===== src/rtl/wr_port_arb_pkg.sv =====
// Shared types and helpers for the wr_port_arb write-port arbiter.
package wr_port_arb_pkg;

    typedef enum logic {
        IDLE = 1'b0,
        LOCK = 1'b1
    } arb_state_e;

    // Width of a requester index; never narrower than one bit.
    function automatic int ptr_width(input int n);
        return (n > 1) ? $clog2(n) : 1;
    endfunction

endpackage


===== src/rtl/wr_port_arb_rr_pick.sv =====
// Combinational cyclic-priority picker: first set request at or after ptr, wrapping.
module rr_pick
    import wr_port_arb_pkg::*;
#(
    parameter int N  = 4,
    parameter int PW = ptr_width(N)
) (
    input  logic [N-1:0]  req,
    input  logic [PW-1:0] ptr,
    output logic [N-1:0]  gnt,
    output logic [PW-1:0] idx
);

    always_comb begin
        int unsigned j;
        logic        found;
        gnt   = '0;
        idx   = '0;
        found = 1'b0;
        j     = 0;
        for (int unsigned k = 0; k < N; k++) begin
            j = (32'(ptr) + k) % N;
            if (!found && req[j]) begin
                found  = 1'b1;
                gnt[j] = 1'b1;
                idx    = PW'(j);
            end
        end
    end

endmodule


===== src/rtl/wr_port_arb.sv =====
// Round-robin write-port arbiter with burst locking and a registered output stage.
// Optional: define WR_PORT_ARB_PRIO_EN to give requester 0 priority in IDLE.
module wr_port_arb
    import wr_port_arb_pkg::*;
#(
    parameter int N  = 4,
    parameter int AW = 5,
    parameter int DW = 32
) (
    input  logic            clk,
    input  logic            rst_n,
    input  logic [N-1:0]    req_vld,
    input  logic [N-1:0]    req_last,
    input  logic [N*AW-1:0] req_addr,
    input  logic [N*DW-1:0] req_data,
    output logic [N-1:0]    req_rdy,
    output logic            wr_vld,
    output logic [AW-1:0]   wr_addr,
    output logic [DW-1:0]   wr_data,
    input  logic            wr_rdy
);

    localparam int PW = ptr_width(N);

    arb_state_e    state, state_nx;
    logic [PW-1:0] owner, owner_nx;
    logic [PW-1:0] ptr, ptr_nx;
    logic [N-1:0]  rr_gnt;
    logic [PW-1:0] rr_idx;
    logic [N-1:0]  win_vec;
    logic [PW-1:0] win;
    logic          out_free;
    logic          accept;
    logic [AW-1:0] sel_addr;
    logic [DW-1:0] sel_data;

    rr_pick #(.N(N), .PW(PW)) u_pick (
        .req (req_vld),
        .ptr (ptr),
        .gnt (rr_gnt),
        .idx (rr_idx)
    );

    assign out_free = !wr_vld || wr_rdy;

    always_comb begin
        win_vec  = '0;
        win      = '0;
        state_nx = state;
        owner_nx = owner;
        ptr_nx   = ptr;
        sel_addr = '0;
        sel_data = '0;

        if (state == IDLE) begin
            win_vec = rr_gnt;
            win     = rr_idx;
`ifdef WR_PORT_ARB_PRIO_EN
            if (req_vld[0]) begin
                win_vec = N'(1);
                win     = '0;
            end
`endif
        end else begin
            win_vec[owner] = req_vld[owner];
            win            = owner;
        end

        req_rdy = (rst_n && out_free) ? win_vec : '0;
        accept  = |(req_vld & req_rdy);

        if (accept) begin
            if (req_last[win]) begin
                state_nx = IDLE;
                ptr_nx   = (win == PW'(N - 1)) ? '0 : win + 1'b1;
`ifdef WR_PORT_ARB_PRIO_EN
                // Priority requester bursts leave the rotation untouched.
                if (win == '0) ptr_nx = ptr;
`endif
            end else begin
                state_nx = LOCK;
                owner_nx = win;
            end
        end

        for (int unsigned i = 0; i < N; i++) begin
            if (req_rdy[i]) begin
                sel_addr = req_addr[i*AW +: AW];
                sel_data = req_data[i*DW +: DW];
            end
        end
    end

    always_ff @(posedge clk) begin
        if (!rst_n) begin
            state   <= IDLE;
            owner   <= '0;
            ptr     <= '0;
            wr_vld  <= 1'b0;
            wr_addr <= '0;
            wr_data <= '0;
        end else begin
            state <= state_nx;
            owner <= owner_nx;
            ptr   <= ptr_nx;
            if (accept) begin
                wr_vld  <= 1'b1;
                wr_addr <= sel_addr;
                wr_data <= sel_data;
            end else if (wr_rdy) begin
                wr_vld <= 1'b0;
            end
        end
    end

    // A requester that was valid but not accepted must still be valid next cycle.
    logic [N-1:0] pend;
    always_ff @(posedge clk) begin
        if (!rst_n) begin
            pend <= '0;
        end else begin
            assert ((pend & ~req_vld) == '0);
            pend <= req_vld & ~req_rdy;
        end
    end

endmodule


===== config.mk =====
export PLATFORM = sky130hd
export DESIGN_NAME = wr_port_arb
export DESIGN_NICKNAME = d
export VERILOG_FILES = /design/src/rtl/wr_port_arb_pkg.sv /design/src/rtl/wr_port_arb_rr_pick.sv /design/src/rtl/wr_port_arb.sv
export SDC_FILE = /design/constraint.sdc
export NUM_CORES = 1
export LEC_CHECK = 0
export ABC_AREA = 1
export CELL_PAD_IN_SITES_DETAIL_PLACEMENT = 1
export CELL_PAD_IN_SITES_GLOBAL_PLACEMENT = 1
export CORE_MARGIN = 1.5
export CORE_UTILIZATION = 29
export DETAILED_ROUTE_END_ITERATION = 10
export MAX_ROUTING_LAYER = met4
export PLACE_DENSITY_LB_ADDON = 0.1
export RECOVER_POWER = 25
export SYNTH_ARGS = -nofsm -noshare
export SYNTH_HDL_FRONTEND = slang
export SYNTH_HIERARCHICAL = 1
export SYNTH_SLANG_ARGS = --single-unit

===== constraint.sdc =====
create_clock -name clk -period 4.9 [get_ports clk]
set_clock_uncertainty 0.1 [all_clocks]
set_input_delay 0.49 -clock clk [delete_from_list [all_inputs] [get_ports clk]]
set_output_delay 0.49 -clock clk [all_outputs]
set_load 0.005 [all_outputs]

==> flow_metrics.env, run 1 <==
export IMPL_status="completed"
export IMPL_dp_final_hpwl_um=13300
export IMPL_place_inst=1112
export IMPL_setup_tns_ns=0
export IMPL_clockBufferDepth=2
export IMPL_holdBufCountCts=0
export IMPL_grt_pass1_wl_um=27500
export IMPL_crit_path_start_kind="register"
export IMPL_synth_area_um2=4220
export IMPL_grt_max_degree=78
export IMPL_cts_sinks=43
export IMPL_cp_max_fo=18
export IMPL_cap_violations=0
export IMPL_grt_util_all_layers_pct=23.8
export IMPL_wl_per_cell_um=15.8
export IMPL_avgSynthCellArea_um2=5.45
export IMPL_final_nets=1103
export IMPL_die_area_um2=15300
export IMPL_combPwrFrac_pct=76.5
export IMPL_dieWidth_um=124
export IMPL_via_per_inst=4.87
export IMPL_synth_warnings=6
export IMPL_drc=0
export IMPL_p_leak_nw=3.23
export IMPL_hold_path_class="reg2reg"
export IMPL_synth_most_common_cell="nand2_1"
export IMPL_placed_area_um2=6260
export IMPL_postRouteAntennaNets=0
export IMPL_worstMarginPinSlew_ns=0.779
export IMPL_cp_required_ns=4.31
export IMPL_netlist_instances=774
export IMPL_fp_dieH_um=124
export IMPL_final_period_minus_worst_setup_slack_ns=3.87
export IMPL_root_buffer="clkbuf_16"
export IMPL_worstSetupPathType="reg2out"
export IMPL_arrival_ns=3.28
export IMPL_cts_setup_buffers=0
export IMPL_setup_viol_count_final=0
export IMPL_ir_worst_vdd_v=0.000417
export IMPL_stdcell_area_um2=6400
export IMPL_p_int_mw=1.92
export IMPL_cts_tree="built"
export IMPL_start_util_pct=30.1
export IMPL_synth_commonest_cells="267 x nand2_1, 105 x nand3_1, 97 x nor2_1, 95 x inv_1, 44 x a21oi_1"
export IMPL_syn2layout_area_growth_pct=51.6
export IMPL_wl_um=17700
export IMPL_swShare_pct=54.6
export IMPL_vias=5461
export IMPL_p_total_mw=4.22
export IMPL_pre_cts_ws_ns=1.08
export IMPL_syn_nets=938
export IMPL_port_buffers=200
export IMPL_ys_top_cells_by_area="nand2_1 24%, dfxtp_1 20%, nand3_1 12%, nor2_1 8.6%, inv_1 8.4%"
export IMPL_fin_cells=1121
export IMPL_p_seq_share_pct=15.5
export IMPL_clock_latency_ns=0.29
export IMPL_synth_distinct_cells=29
export IMPL_grt_pass1_vias=5561
export IMPL_synth_seq_area_share_pct=20.4
export IMPL_slew_violations=0
export IMPL_fp_row_count=43
export IMPL_drt_iter0_drc=230
export IMPL_drive_above_1_share_pct=3.83
export IMPL_async_flop_share_pct=0
export IMPL_antenna_found_initial=0
export IMPL_clockPowerShare_pct=8.0
export IMPL_synth_edf_count=0
export IMPL_postLayoutSetupSlackWorst_ns=1.03
export IMPL_synth_top_area_share_pct=23.7
export IMPL_ys_ff_latch=43
export IMPL_yosys_area_top_type="nand2_1"
export IMPL_rsz0062_at_grt="false"
export IMPL_cts_resized=0
export IMPL_hold_violations=0
export IMPL_end_kind="output port"
export IMPL_ys_flop_type="dfxtp_1"
export IMPL_fin_crit_sh_pct=79.1
export IMPL_switching_power_mw=2.30
export IMPL_gp_congestion=0.817
export IMPL_max_clock_freq_mhz=258
export IMPL_firstDrtPassIters=4
export IMPL_clk_pin_slew_ns=0.07
export IMPL_overflow=0
export IMPL_io_pins=201
export IMPL_htreeDepth=2
export IMPL_coreArea_um2=14000
export IMPL_slew_headroom_pct=48.1
export IMPL_p_per_area_nw_per_um2=660
export IMPL_cts_made_buffers=5
-- cell usage in the layout (no fill, tap or decap), types with 2 or more instances in the layout --
cell type,count
nand2_1,263
clkdlybuf4s50_1,178
nand3_1,105
nor2_1,96
inv_1,95
a21oi_1,44
dfxtp_1,43
nand3b_1,38
dlygate4sd3_1,21
buf_4,8
nand2_2,6
clkbuf_16,5
ha_1,5
o21ai_0,4
a21boi_0,4
nor2_4,2
inv_2,2
o211ai_1,2
nand2_4,2
nand2_8,2
o21ai_1,2
-- flip-flops by register name (all words and copies together) (netlist names) --
name / cells
owner: 2
ptr: 2
state: 1
wr_addr: 5
wr_data: 32
wr_vld: 1
-- area by class of cell --
| class | instances | area [µm²] |
|---|---|---|
| timing repair buffer | 209 | 2080 |
| antenna | 1 | 2.50 |
| clock inverter | 2 | 12.5 |
| multi-input combinational | 581 | 2700 |
| tap | 180 | 225 |
| clock buffer | 6 | 129 |
| fill | 1921 | 7640 |
| sequential | 43 | 861 |
| inverter | 99 | 390 |
-- path summary, 6_finish.rpt --
path | from | end | slack, ns | depth (start not counted)
setup / recovery | ptr[0]$_SDFFE_PN0P_ | req_rdy[0] | 1.03 | 13
hold reg to reg | wr_data[18]$_SDFFE_PN0P_ | wr_data[18]$_SDFFE_PN0P_ | 0.42 | 4
setup reg to reg | ptr[0]$_SDFFE_PN0P_ | owner[1]$_SDFFE_PN0P_ | 1.19 | 20
hold / removal | wr_data[18]$_SDFFE_PN0P_ | wr_data[18]$_SDFFE_PN0P_ | 0.42 | 4
-- per-stage QoR --
| step | utilization (%) | hold WS [ns] |
|---|---|---|
| floorplan | - | 0.379 |
| global placement | 44.6 | 0.401 |
| detailed placement | 44.6 | 0.414 |
| CTS | 45.6 | 0.425 |
| global route | 45.6 | 0.440 |
| finish | 45.6 | 0.418 |
-- routing by layer --
| metal | part of all wire [%] | track usage [%] | routed length (µm) |
|---|---|---|---|
| met5 | 0 | - | 0 |
| met4 | 1.8 | 6.61 | 318 |
| met3 | 8.1 | 6.41 | 1430 |
| met2 | 48 | 39.7 | 8460 |
| met1 | 42 | 28.1 | 7460 |
-- critical path, stage by stage, from the launching register on --
cell and delay [ns]:
dfxtp_1 0.60, inv_6 0.12, ha_1 0.37, inv_1 0.13, nand3_1 0.09, nand2_1 0.07
nand2_1 0.08, inv_1 0.13, nand3_1 0.10, nand3_1 0.10, nor2_1 0.07, nor2_4 0.39
and2_1 0.21, clkdlybuf4s50_1 0.52
-- power by group through the flow --
stage	registers [mW]	logic [mW]	clock network, mW
global route	0.678	3.70	0.366
detailed placement	0.668	3.30	0
global placement	0.660	3.19	0
finish	0.655	3.23	0.339
floorplan	0.642	2.26	0
CTS	0.663	3.32	0.354
-- logic make-up after synthesis --
group	share of synthesized area, %
and+or+nand+nor	54.8
buffers and inverters	16.1
AOI/OAI and AO/OA	6.99
DFF	20.4
adders and majority gates	1.48
xor gates and xnor gates	0.208
Note: power is estimated with default switching activity, not from simulation.
==> run 2, diff against run 1 <==
Settings changed: CORE_UTILIZATION 29 to 27.
Clock period 4.9 ns to 3.74 ns, I/O delays scaled along.
==> run 2 against run 1 <==
Core utilization is 2.7 points lower. Register-to-register slack worse by 0.62 ns. Flip-flop and latch count stayed put. Power is 36% higher. Clock power is 55% higher. Final cell count is 3.4% higher. Sequential power is 30% higher. Sequential share of layout area is 0.27 points lower. Critical endpoint is now req_rdy[1]. Largest cell class unchanged. Largest power group unchanged.
==> flow_metrics.env, run 2 (same netlist as run 1, synthesis figures left out) <==
export IMPL_overflow=0
export IMPL_p_total_mw=5.73
export IMPL_port_buffers=200
export IMPL_cp_common_cell="nand2_1"
export IMPL_worstSetupPathType="reg2out"
export IMPL_max_clock_freq_mhz=283
export IMPL_end_kind="output port"
export IMPL_vias=5469
export IMPL_ir_worst_vdd_v=0.000284
export IMPL_root_buffer="clkbuf_16"
export IMPL_htreeDepth=2
export IMPL_dieWidth_um=128
export IMPL_start_util_pct=27.7
export IMPL_die_area_um2=16400
export IMPL_reg2reg_from="ptr[1]$_SDFFE_PN0P_"
export IMPL_drive_above_1_share_pct=4.64
export IMPL_hold_path_class="reg2reg"
export IMPL_clock_latency_ns=0.29
export IMPL_hold_path_endpoint="wr_vld$_SDFFE_PN0P_"
export IMPL_hold_violations=0
export IMPL_wl_um=17900
export IMPL_worst_path_largest_cell_delay_ns=0.50
export IMPL_largest_reg_flops=32
export IMPL_fp_row_count=45
export IMPL_layout_common_cells="265 x nand2_1, 178 x clkdlybuf4s50_1, 105 x nand3_1"
export IMPL_stdcell_area_um2=6540
export IMPL_cts_made_buffers=5
export IMPL_grt_pass1_vias=5800
export IMPL_cp_num_buf_inv=5
export IMPL_dp_final_hpwl_um=13800
export IMPL_finish_utilization_pct=42.9
export IMPL_antenna_found_initial=0
export IMPL_cp_required_ns=3.27
export IMPL_holdBufCountCts=0
export IMPL_diodes=0
export IMPL_wl_per_cell_um=15.4
export IMPL_r2r_cells=17
export IMPL_fp_dieH_um=128
export IMPL_regToRegSetupSlack_ns=0.57
export IMPL_worstMarginPinSlew_ns=0.500
export IMPL_grt_pass1_wl_um=28400
export IMPL_top_register="wr_data"
export IMPL_drt_iter0_drc=209
export IMPL_grt_util_all_layers_pct=22.5
export IMPL_worstHoldStart="wr_vld$_SDFFE_PN0P_"
export IMPL_status="completed"
export IMPL_setup_viol_count_final=0
export IMPL_min_path_cells=2
export IMPL_placed_area_um2=6360
export IMPL_arrival_ns=3.06
export IMPL_clockBufferDepth=2
export IMPL_p_leak_nw=3.29
export IMPL_cts_sinks=43
export IMPL_coreArea_um2=15300
export IMPL_final_period_minus_worst_setup_slack_ns=3.53
export IMPL_firstDrtPassIters=4
export IMPL_slew_headroom_pct=66.6
export IMPL_grt_max_degree=75
export IMPL_path_delay_family="buffers and inverters"
export IMPL_postRouteAntennaNets=0
export IMPL_fin_crit_sh_pct=94.4
export IMPL_layout_commonest_cell="nand2_1"
export IMPL_drc=0
export IMPL_via_per_inst=4.72
export IMPL_syn2layout_area_growth_pct=54.9
export IMPL_cp_max_fo=20
export IMPL_cap_violations=0
export IMPL_top_regs="wr_data: 32 flops, wr_addr: 5 flops"
export IMPL_final_nets=1111
export IMPL_crit_chain="bufinv_8 -> ha_1 -> inv_1 -> nand3_1 -> nand2_1 -> nor2_2 -> a21oi_1 -> nand3_1 -> nand2_1 -> nand2_1 -> buf_8 -> nand2_1 -> inv_1 -> clkdlybuf4s50_1"
export IMPL_p_per_area_nw_per_um2=876
export IMPL_slew_violations=0
export IMPL_io_pins=201
export IMPL_gp_congestion=0.850
export IMPL_crit_path_start_kind="register"
export IMPL_postLayoutSetupSlackWorst_ns=0.209
export IMPL_clk_pin_slew_ns=0.06
export IMPL_r2r_end="wr_data[25]$_SDFFE_PN0P_"
export IMPL_pre_cts_ws_ns=0.369
export IMPL_crit_slowest_cell="clkdlybuf4s50_1"
export IMPL_cts_tree="built"
## run 2: cell types whose count changed in the layout (fill, tap and decap cells not counted), sizes merged
cell,previous run,this run
buf,10,18
bufinv,1,2
clkbuf,6,5
clkinv,1,2
clkinvlp,1,0
diode,1,0
## run 2: routing by layer
| layer | up-vias | global-route usage, % | wire length (µm) |
|---|---|---|---|
| met5 | - | - | 0 |
| met4 | 0 | 6.68 | 351 |
| met3 | 21 | 5.97 | 1360 |
| met2 | 155 | 38.9 | 8680 |
| met1 | 2562 | 25.6 | 7500 |
| li1 | 2731 | - | - |
## run 2: worst max path at each step
stage,from,endpoint,slack (ns),cells past startpoint
after floorplan,ptr[1]$_SDFFE_PN0P_,req_rdy[0],1.13,13
after global placement,ptr[1]$_SDFFE_PN0P_,req_rdy[1],0.46,14
after detailed placement,ptr[1]$_SDFFE_PN0P_,req_rdy[1],0.37,14
after CTS,ptr[1]$_SDFFE_PN0P_,req_rdy[1],0.03,14
after global routing,ptr[1]$_SDFFE_PN0P_,req_rdy[1],-0.0009,14
final,ptr[1]$_SDFFE_PN0P_,req_rdy[1],0.21,14
## run 2: stage by stage
| stage | hold WS, ns | TNS, ns | std cells |
|---|---|---|---|
| CTS | 0.410 | 0 | 1159 |
| detailed placement | 0.400 | 0 | 1151 |
| global placement | 0.401 | 0 | 1151 |
| finish | 0.406 | 0 | 1159 |
| floorplan | 0.379 | 0 | 774 |
| global route | 0.441 | -0.000896 | 1159 |
## run 2: timing repair
action / CTS / global route
setup endpoints to repair: 0 / 3
resized for setup: 0 / 3
buffers inserted: 0 / 0
hold endpoints to repair: 0 / 0
## run 2: worst register-to-register path, delay by kind of cell, from the launching register on
family,cells,cell delay (ns)
simple gates,11,1.35
fa+ha+maj,1,0.33
buf+inv,3,0.69
flops,1,0.41
compound gates,2,0.19
## run 2: area by class of cell
| cell class | count | area [µm²] |
|---|---|---|
| Tap cell | 211 | 264 |
| Multi-Input combinational cell | 581 | 2700 |
| Clock inverter | 3 | 43.8 |
| Inverter | 99 | 390 |
| Clock buffer | 5 | 125 |
| Fill cell | 2042 | 8720 |
| Timing Repair Buffer | 217 | 2160 |
| Sequential cell | 43 | 862 |
## run 2: power breakdown
part	switching [mW]	internal (mW)	leakage, nW
registers	0.154	0.697	0.354
clock network	0.211	0.316	0.0838
logic	2.69	1.66	2.85
total	3.06	2.67	3.29
